===== config.mk =====
export PLATFORM = sky130hd
export DESIGN_NAME = cnn_job_scheduler_flat
export DESIGN_NICKNAME = d
export VERILOG_FILES = /design/src/rtl/cnn_job_scheduler_if.sv /design/src/rtl/cnn_job_scheduler.sv /design/src/flat_wrapper.sv
export SDC_FILE = /design/constraint.sdc
export NUM_CORES = 1
export LEC_CHECK = 0
export ABC_AREA = 1
export CAP_MARGIN = 40
export CORE_ASPECT_RATIO = 1.4
export CORE_MARGIN = 4
export CORE_UTILIZATION = 55
export CTS_CLUSTER_DIAMETER = 30
export DETAILED_ROUTE_END_ITERATION = 6
export DONT_BUFFER_PORTS = 1
export GPL_TIMING_DRIVEN = 0
export PLACE_DENSITY = 0.78
export SLEW_MARGIN = 10
export SYNTH_ARGS = -nofsm -noshare
export SYNTH_HDL_FRONTEND = slang
export SYNTH_SLANG_ARGS = --single-unit
export TNS_END_PERCENT = 100

===== constraint.sdc =====
create_clock -name clk -period 3.3 [get_ports clk]
set_clock_uncertainty 0.1 [all_clocks]
set_input_delay 0.66 -clock clk [delete_from_list [all_inputs] [get_ports clk]]
set_output_delay 0.66 -clock clk [all_outputs]
set_load 0.05 [all_outputs]

===== src/rtl/cnn_job_scheduler_if.sv =====
`default_nettype none
// ============================================================================
// Module      : cnn_job_scheduler_if
// Description : Job request, core control and completion signals of the
//               CNN job scheduler.
// Revision    : 1.0 - initial release
// ============================================================================
interface cnn_job_scheduler_if #(
    parameter int NUM_CORES = 4,
    parameter int ID_W      = 4,
    parameter int CORE_W    = (NUM_CORES > 1) ? $clog2(NUM_CORES) : 1
);
    logic                 sched_en;
    logic                 job_valid;
    logic [ID_W-1:0]      job_id;
    logic                 job_ready;
    logic [NUM_CORES-1:0] core_start;
    logic [NUM_CORES-1:0] core_clear;
    logic [NUM_CORES-1:0] core_done;
    logic                 cmp_valid;
    logic [ID_W-1:0]      cmp_id;
    logic [CORE_W-1:0]    cmp_core;
    logic                 idle;

    modport master (
        output sched_en, job_valid, job_id, core_done,
        input  job_ready, core_start, core_clear, cmp_valid, cmp_id, cmp_core, idle
    );

    modport slave (
        input  sched_en, job_valid, job_id, core_done,
        output job_ready, core_start, core_clear, cmp_valid, cmp_id, cmp_core, idle
    );
endinterface
`default_nettype wire


===== src/rtl/cnn_job_scheduler.sv =====
`default_nettype none
// ============================================================================
// Module      : cnn_job_scheduler
// Description : FIFO job queue feeding NUM_CORES engines round-robin, with a
//               lowest-index completion arbiter.
// Revision    : 1.0 - initial release
// ============================================================================
module cnn_job_scheduler #(
    parameter int NUM_CORES = 4,
    parameter int ID_W      = 4,
    parameter int QDEPTH    = 4
) (
    input  wire logic         clk,
    input  wire logic         rst,
    cnn_job_scheduler_if.slave bus
);
    localparam int CORE_W = (NUM_CORES > 1) ? $clog2(NUM_CORES) : 1;
    localparam int PTR_W  = (QDEPTH > 1) ? $clog2(QDEPTH) : 1;
    localparam int CNT_W  = $clog2(QDEPTH + 1);

    typedef enum logic [2:0] {
        C_IDLE   = 3'd0,
        C_START  = 3'd1,
        C_RUN    = 3'd2,
        C_REPORT = 3'd3,
        C_CLEAR  = 3'd4
    } core_state_t;

    logic [ID_W-1:0]      r_q [QDEPTH];
    logic [PTR_W-1:0]     r_wptr;
    logic [PTR_W-1:0]     r_rptr;
    logic [CNT_W-1:0]     r_count;
    logic [CORE_W-1:0]    r_rr_ptr;
    core_state_t          r_state   [NUM_CORES];
    logic [ID_W-1:0]      r_core_id [NUM_CORES];
    logic [NUM_CORES-1:0] r_core_start;
    logic [NUM_CORES-1:0] r_core_clear;
    logic                 r_cmp_valid;
    logic [ID_W-1:0]      r_cmp_id;
    logic [CORE_W-1:0]    r_cmp_core;

    logic                 w_ready;
    logic                 w_push;
    logic                 w_pop;
    logic                 w_sel_found;
    logic [CORE_W-1:0]    w_sel_idx;
    logic [NUM_CORES-1:0] w_next_report;
    logic                 w_ng_found;
    logic [CORE_W-1:0]    w_ng_idx;
    logic                 w_all_idle;

    function automatic logic [PTR_W-1:0] ptr_inc(input logic [PTR_W-1:0] p);
        return (p == PTR_W'(QDEPTH - 1)) ? '0 : p + 1'b1;
    endfunction

    assign w_ready = (r_count != CNT_W'(QDEPTH));
    assign w_push  = bus.job_valid && w_ready;
    assign w_pop   = bus.sched_en && (r_count != '0) && w_sel_found;

    // Round-robin search for an idle core starting at r_rr_ptr.
    always_comb begin
        int c;
        c           = 0;
        w_sel_found = 1'b0;
        w_sel_idx   = '0;
        for (int i = 0; i < NUM_CORES; i++) begin
            c = int'(r_rr_ptr) + i;
            if (c >= NUM_CORES) c = c - NUM_CORES;
            if (!w_sel_found && r_state[c] == C_IDLE) begin
                w_sel_found = 1'b1;
                w_sel_idx   = CORE_W'(c);
            end
        end
    end

    // Cores that will sit in C_REPORT next cycle; the lowest of them is
    // granted now so its report is registered for exactly that cycle.
    always_comb begin
        w_next_report = '0;
        for (int i = 0; i < NUM_CORES; i++) begin
            if (r_state[i] == C_REPORT)
                w_next_report[i] = !(r_cmp_valid && r_cmp_core == CORE_W'(i));
            else if (r_state[i] == C_RUN)
                w_next_report[i] = bus.core_done[i];
        end
    end

    always_comb begin
        w_ng_found = 1'b0;
        w_ng_idx   = '0;
        for (int i = NUM_CORES - 1; i >= 0; i--) begin
            if (w_next_report[i]) begin
                w_ng_found = 1'b1;
                w_ng_idx   = CORE_W'(i);
            end
        end
    end

    always_comb begin
        w_all_idle = 1'b1;
        for (int i = 0; i < NUM_CORES; i++) begin
            if (r_state[i] != C_IDLE) w_all_idle = 1'b0;
        end
    end

    always_ff @(posedge clk) begin
        if (w_push) r_q[r_wptr] <= bus.job_id;
    end

    always_ff @(posedge clk or negedge rst) begin
        if (!rst) begin
            r_wptr       <= '0;
            r_rptr       <= '0;
            r_count      <= '0;
            r_rr_ptr     <= '0;
            r_core_start <= '0;
            r_core_clear <= '0;
            r_cmp_valid  <= 1'b0;
            r_cmp_id     <= '0;
            r_cmp_core   <= '0;
            for (int i = 0; i < NUM_CORES; i++) begin
                r_state[i]   <= C_IDLE;
                r_core_id[i] <= '0;
            end
        end else begin
            r_core_start <= '0;
            r_core_clear <= '0;

            if (w_push) r_wptr <= ptr_inc(r_wptr);
            if (w_pop) begin
                r_rptr   <= ptr_inc(r_rptr);
                r_rr_ptr <= (w_sel_idx == CORE_W'(NUM_CORES - 1)) ? '0 : w_sel_idx + 1'b1;
            end
            case ({w_push, w_pop})
                2'b10:   r_count <= r_count + 1'b1;
                2'b01:   r_count <= r_count - 1'b1;
                default: r_count <= r_count;
            endcase

            for (int i = 0; i < NUM_CORES; i++) begin
                case (r_state[i])
                    C_IDLE: begin
                        if (w_pop && w_sel_idx == CORE_W'(i)) begin
                            r_state[i]      <= C_START;
                            r_core_id[i]    <= r_q[r_rptr];
                            r_core_start[i] <= 1'b1;
                        end
                    end
                    C_START: r_state[i] <= C_RUN;
                    C_RUN: begin
                        if (bus.core_done[i]) r_state[i] <= C_REPORT;
                    end
                    C_REPORT: begin
                        if (r_cmp_valid && r_cmp_core == CORE_W'(i)) begin
                            r_state[i]      <= C_CLEAR;
                            r_core_clear[i] <= 1'b1;
                        end
                    end
                    C_CLEAR: r_state[i] <= C_IDLE;
                    default: r_state[i] <= C_IDLE;
                endcase
            end

            r_cmp_valid <= w_ng_found;
            if (w_ng_found) begin
                r_cmp_id   <= r_core_id[w_ng_idx];
                r_cmp_core <= w_ng_idx;
            end
        end
    end

    assign bus.job_ready  = w_ready;
    assign bus.core_start = r_core_start;
    assign bus.core_clear = r_core_clear;
    assign bus.cmp_valid  = r_cmp_valid;
    assign bus.cmp_id     = r_cmp_id;
    assign bus.cmp_core   = r_cmp_core;
    assign bus.idle       = (r_count == '0) && w_all_idle;

endmodule
`default_nettype wire


===== src/flat_wrapper.sv =====
// flat-port wrapper written by rule: the top's interface ports become plain ports
module cnn_job_scheduler_flat 
#(
    parameter int NUM_CORES = 4,
    parameter int ID_W      = 4,
    parameter int QDEPTH    = 4
)
  (clk, rst, bus_sched_en, bus_job_valid, bus_job_id, bus_core_done, bus_job_ready, bus_core_start, bus_core_clear, bus_cmp_valid, bus_cmp_id, bus_cmp_core, bus_idle);
  cnn_job_scheduler_if #(.NUM_CORES(NUM_CORES), .ID_W(ID_W)) bus_i ();
  input  wire logic clk;
  input  wire logic rst;
  input wire logic [$bits(bus_i.sched_en)-1:0] bus_sched_en;
  input wire logic [$bits(bus_i.job_valid)-1:0] bus_job_valid;
  input wire logic [$bits(bus_i.job_id)-1:0] bus_job_id;
  input wire logic [$bits(bus_i.core_done)-1:0] bus_core_done;
  output wire logic [$bits(bus_i.job_ready)-1:0] bus_job_ready;
  output wire logic [$bits(bus_i.core_start)-1:0] bus_core_start;
  output wire logic [$bits(bus_i.core_clear)-1:0] bus_core_clear;
  output wire logic [$bits(bus_i.cmp_valid)-1:0] bus_cmp_valid;
  output wire logic [$bits(bus_i.cmp_id)-1:0] bus_cmp_id;
  output wire logic [$bits(bus_i.cmp_core)-1:0] bus_cmp_core;
  output wire logic [$bits(bus_i.idle)-1:0] bus_idle;
  assign bus_i.sched_en = bus_sched_en;
  assign bus_i.job_valid = bus_job_valid;
  assign bus_i.job_id = bus_job_id;
  assign bus_i.core_done = bus_core_done;
  assign bus_job_ready = bus_i.job_ready;
  assign bus_core_start = bus_i.core_start;
  assign bus_core_clear = bus_i.core_clear;
  assign bus_cmp_valid = bus_i.cmp_valid;
  assign bus_cmp_id = bus_i.cmp_id;
  assign bus_cmp_core = bus_i.cmp_core;
  assign bus_idle = bus_i.idle;
  cnn_job_scheduler #(.NUM_CORES(NUM_CORES), .ID_W(ID_W), .QDEPTH(QDEPTH)) u_core (.clk(clk), .rst(rst), .bus(bus_i));
endmodule

[Yosys cells after proc, flatten, opt, wreduce, memory -nomap -nowiden]
Memories as Yosys holds them, arrays and structs flattened.
Index checks and enable logic that the tools add are counted.
Word-level totals
  register bits after elaboration: 52
  RAM bits: 16
  input port bits: 12
  output and inout port bits: 17
  logic and storage cells: 211
  memories kept: 1
Memory list
  u_core.r_q: words 4, width 4, rd ports 1, clocked after memory_dff 0, write ports 1, line cnn_job_scheduler.sv:29  | logic [ID_W-1:0] r_q [QDEPTH];
Cells by class
  $add $sub $neg: 12
  magnitude comparators: 9
  equality and inequality tests: 35
  muxes and demuxes: 85
  bitwise gates (word level): 5
  reduce and logical (&&, ||, !) cells: 47
Operators by type and width (number)
  32-bit by 3-bit greater-or-equal comparator with 1-bit output (second input constant): 4
  32-bit 2-to-1 mux: 4
  32-bit NOT: 4
  32-bit by 4-bit greater-or-equal comparator with 1-bit output (second input constant): 3
  32-bit by 4-bit subtractor with 32-bit output (second input constant): 3
  3-bit 2-to-1 mux: 20
  3-bit case mux with 4 select lines: 4
  1-bit 2-to-1 mux: 38
  3-bit zero test: 9
  3-bit binary-select mux with 2-bit select: 4
  3-bit by 2-bit == test with 1-bit output (second input constant): 8
  2-bit 2-to-1 mux: 11
  2-bit inequality test (second input constant): 8
  1-bit logical AND: 15
  3-bit nonzero test: 5
  2-bit == test (second input constant): 7
  3-bit by 1-bit == test with 1-bit output (second input constant): 4
  3-bit AND reduction: 4
  4-bit binary-select mux with 2-bit select: 1
  4-bit 2-to-1 mux: 2
  2-bit by 1-bit inequality test with 1-bit output (second input constant): 4
  2-bit AND reduction: 4
  1-bit zero test: 7
  2-bit by 1-bit adder with 2-bit output (second input constant): 3
  other kinds (13): 17

[Longest topological paths before layout]
  depth in word-level cells: 21
  depth in mapped cells: 19
  mapped depth without buffers: 17

[Worst setup path after synthesis]
Ideal clock, no wire load.
  path kind: flip-flop to flip-flop
  start point: register u_core.r_rr_ptr[0]
  end point: register u_core.r_count[2]
  library setup time: 0.124 ns
  data arrival time: 2.338 ns
  required time: 3.076 ns
  setup slack: 0.738 ns
  cell stages (with the launch flop): 16
  buffers on the path: 2
  period minus slack after synthesis: 2.562 ns
  path through: dfrtp_1 > buf_6 > buf_6 > nand2_1 > nand2_1 > nor3_2 > nor2_2 > nand3_4 > nand2_2 > inv_2 > ha_1 > inv_1 > fa_1 > a21oi_1 > o21ai_0 > xnor2_1
Between the ends
  cells in the longest elaborated chain, start to end: 20
  elaborated cells on any way between the ends: 50
  those cells by class: add/sub (7); order compare (4); eq/ne (2); mux (21); bitwise (4); reduce/logical (12)
RTL lines
  start: declaration: line cnn_job_scheduler.sv:33  | logic [CORE_W-1:0] r_rr_ptr;
  start signal: assignment: line cnn_job_scheduler.sv:132  | r_rr_ptr <= (w_sel_idx == CORE_W'(NUM_CORES - 1)) ? '0 : w_sel_idx + 1'b1;
  branches (longest 16 deep; another with 32-bit by 4-bit subtractor with 32-bit output)
  1-bit 2-to-1 mux (*): line cnn_job_scheduler.sv:69  | if (!w_sel_found && r_state[c] == C_IDLE) begin
  1-bit logical AND (*): line cnn_job_scheduler.sv:58  | assign w_pop = bus.sched_en && (r_count != '0) && w_sel_found;
  via u_core.w_pop: line cnn_job_scheduler.sv:44  | logic w_pop;
  2-bit by 1-bit == test with 1-bit output / 2-bit == test (equally long branches): line cnn_job_scheduler.sv:134  | case ({w_push, w_pop})
  3-bit case mux with 2 select lines / 2-bit nonzero test (equally long branches)
  end signal: assignment: line cnn_job_scheduler.sv:135  | 2'b10: r_count <= r_count + 1'b1;
  end signal: assignment: line cnn_job_scheduler.sv:136  | 2'b01: r_count <= r_count - 1'b1;
  end signal: assignment: line cnn_job_scheduler.sv:137  | default: r_count <= r_count;
  end: declaration: line cnn_job_scheduler.sv:32  | logic [CNT_W-1:0] r_count;
Mark *: on every way through the listed nets, which the timed path passes. The select of a mux whose other input is x is not followed.
A chain may end at the register's enable or synchronous reset.

[Worst setup path in the final report]
Ends and elaborated chain as after synthesis.

==> impl_metrics.toml <==
[critical_path]
cp-end-kind = "register"
cp_slowest_stage_delay_ps = 380
cp_cell_sequence = "buf_6 > buf_6 > nand2_1 > nand2_1 > nor3_2 > nor2_2 > nand3_4 > nand2_2 > inv_2 > ha_1 > inv_1 > fa_1 > a21oi_1 > o21ai_0 > xnor2_1"
worstPathMaxFanout = 10
worstPathArrival_ps = 2910
start_kind = "register"
cp.required_ps = 3430
worstSetupPathType = "register to register"
crit_slowest_cell = "fa_1"

[synthesis]
synth_area_um2 = 3636
synth_xor_area_frac = 0.004818
postSynthAreaPerCell_um2 = 8.301
synth_mux_area_frac = 0
synth_fa_ha_area_frac = 0.03992
ys_seq_area_frac = 0.4900
yosys_warnings = 0
synth_compound_area_frac = 0.06813
synth_cells = 438
ys_types = 32
ys_ff_latch = 68
synth_top_family_by_area = "simple AND/OR/NAND/NOR gates"
syn_nets = 461
synth_simple_gate_area_frac = 0.3248

[clock_tree]
path_clk_slew_ps = 70
postCtsResizedCells = 0
htreeDepth = 3
cts_buffer_depth = 2
cts_root_buffer = "clkbuf_8"
numCtsBuffers = 9
cts_tree = "built"
cts_num_sinks = 68
clk_latency_ps = 350

[floorplanning]
fp.dieArea_um2 = 7994
core_area_um2 = 6339
start_util = 0.5736
rows = 34
die_h_um = 104.2
ios = 29
die_x_um = 76.72

[cells_and_area]
drive_above_1_share = 0.1009
regArea_um2 = 1782
nFillCells = 544
fin_cells = 528
multiInputGateArea_um2 = 1592
n_antenna_cell = 0
layout.nets = 474
syn2layout_area_growth_pct = 8.087

[routing]
drtAntennaViolNets = 0
via_per_inst = 5.286
dr.pass1.iters = 5
vias = 2791
wirelength_um = 7050
drtIter0Drc = 135
route.detailed.drc = 0
wl_per_cell_um = 13.35

[timing]
fin_setup_tns_ps = 0
fmax_mhz = 360.8
hold_viol = 0
tightest_slew_ps = 626.3
setup_viol_count_final = 0
slew_headroom = 0.5820
rsz0062_at_grt = "no"
slew_violations = 0
period_minus_slack_ps = 2771
finalCritPeriodShare = 0.8398

[placed_design]
dp_hpwl_um = 5330
dp_cells = 511
place.gp.congestion = 0.8578
portBuffers = 0

[grt]
grt_max_degree = 53
antenna_found_initial = 0
grt.total_usage = 0.1923
overflow = 0
grt_pass1_vias = 2691
grt_pass1_wl_um = 12030

[status]
status = "completed"

[hold_path]
min_path_type = "input port to asynchronous set/reset pin"

[flow_run]
maxCapViolations = 0
-- critical path: cells and delay by family, from the launching register on --
family,cells,cell delay (ps)
simple gates,6,780
fa+ha+maj,2,540
buf+inv,4,490
flops,1,370
compound gates,2,250
xor+xnor,1,130
-- flip-flops by register name, indices dropped and copies added, names as in the netlist --
name                   count
u_core.r_q                16
u_core.bus.core_clear      4
u_core.bus.core_start      4
u_core.r_rr_ptr            2
u_core.bus.cmp_core        2
u_core.bus.cmp_valid       1
u_core.r_count             3
u_core.r_rptr              2
u_core.r_core_id          16
u_core.bus.cmp_id          4
u_core.r_state            12
u_core.r_wptr              2
-- Yosys cell counts --
cell,number,area share
o211ai_1,1,0.0021
edfxtp_1,16,0.13
nor2_2,4,0.0069
nand2_2,8,0.014
nor3b_1,2,0.0041
or2_1,1,0.0017
xnor2_1,2,0.0048
dfrtp_1,52,0.36
inv_1,50,0.052
nand3b_1,4,0.0083
a21oi_1,7,0.0096
nand2_1,141,0.15
nand3_4,1,0.0048
inv_2,3,0.0031
nor3_2,1,0.0028
nand4_1,3,0.0052
ha_1,10,0.034
inv_6,1,0.0024
buf_6,3,0.0093
clkinv_1,2,0.0021
clkbuf_1,1,0.0010
buf_2,2,0.0028
fa_1,1,0.0055
nor3_1,9,0.012
nor2_1,31,0.032
o21ai_1,24,0.033
nand3_1,38,0.052
nand2_4,2,0.0062
a32o_1,4,0.011
nor2_8,1,0.0055
nand4_4,4,0.023
o21ai_0,9,0.012
-- path summary, 6_finish.rpt --
check | cells after the start | slack [ps] | to | startpoint
max in group asynchronous | 1 | 2830 | u_core.bus.core_start[1] | rst
min | 1 | 60 | u_core.r_count[0] | rst
min in group clk | 0 | 300 | u_core.r_q[0][2] | bus_job_id[2]
max | 15 | 530 | u_core.r_count[2] | u_core.r_rr_ptr[0]
max reg2reg | 15 | 530 | u_core.r_count[2] | u_core.r_rr_ptr[0]
min reg2reg | 2 | 390 | u_core.r_core_id[11] | u_core.r_core_id[11]
-- what timing repair did --
action / 4_1_cts / 5_1_grt
hold buffers: 1 / 0
buffers inserted: 0 / 0
endpoints found under the hold margin: 52 / 0
-- final cells by class --
cell class                 instances  area share
sequential                        68      0.4534
clock inverter                     6     0.01051
inverter                          56     0.05476
buffer                             6     0.01210
timing repair buffer               2    0.008914
multi-input combinational        308      0.4050
clock buffer                      10     0.03247
tap                               72     0.02292
-- through the flow --
step	area [um^2]	setup WS, ps	hold slack, ps	util
finish	3930	528.5	56.71	0.6200
global route	3930	313.9	58.53	0.6200
floorplan	3636	738.2	264.4	-
global placement	3726	580.6	266.5	0.5878
CTS	3930	519.3	49.31	0.6200
detailed placement	3734	527.2	266.1	0.5890
-- routing by layer --
layer | part of all wire | global-route usage
met4 | 0.023 | 0.1101
met5 | 0 | 0
met3 | 0.031 | 0.03813
met2 | 0.56 | 0.3560
met1 | 0.38 | 0.1966
-- cell families (layout without fill, tap and decap cells) --
family / Yosys count / count (layout)
DFF: 68 / 68
AOI/OAI and AO/OA: 45 / 45
xor gates and xnor gates: 2 / 2
and+or+nand+nor: 250 / 250
buffers and inverters: 62 / 80
adders and majority gates: 11 / 11
-- placed cells by master (no fill, tap or decap), types with 7 or more instances in the layout --
cell type and n:
ha_1 10, nand3_1 38, dfrtp_1 52, nor2_1 31
nor3_1 9, nand2_1 141, a21oi_1 7, o21ai_0 9
clkbuf_8 9, o21ai_1 24, nand2_2 8, edfxtp_1 16
inv_1 50
Power is not shown: default switching activity piles up to over one toggle a cycle in this logic, so the estimate is an artifact.
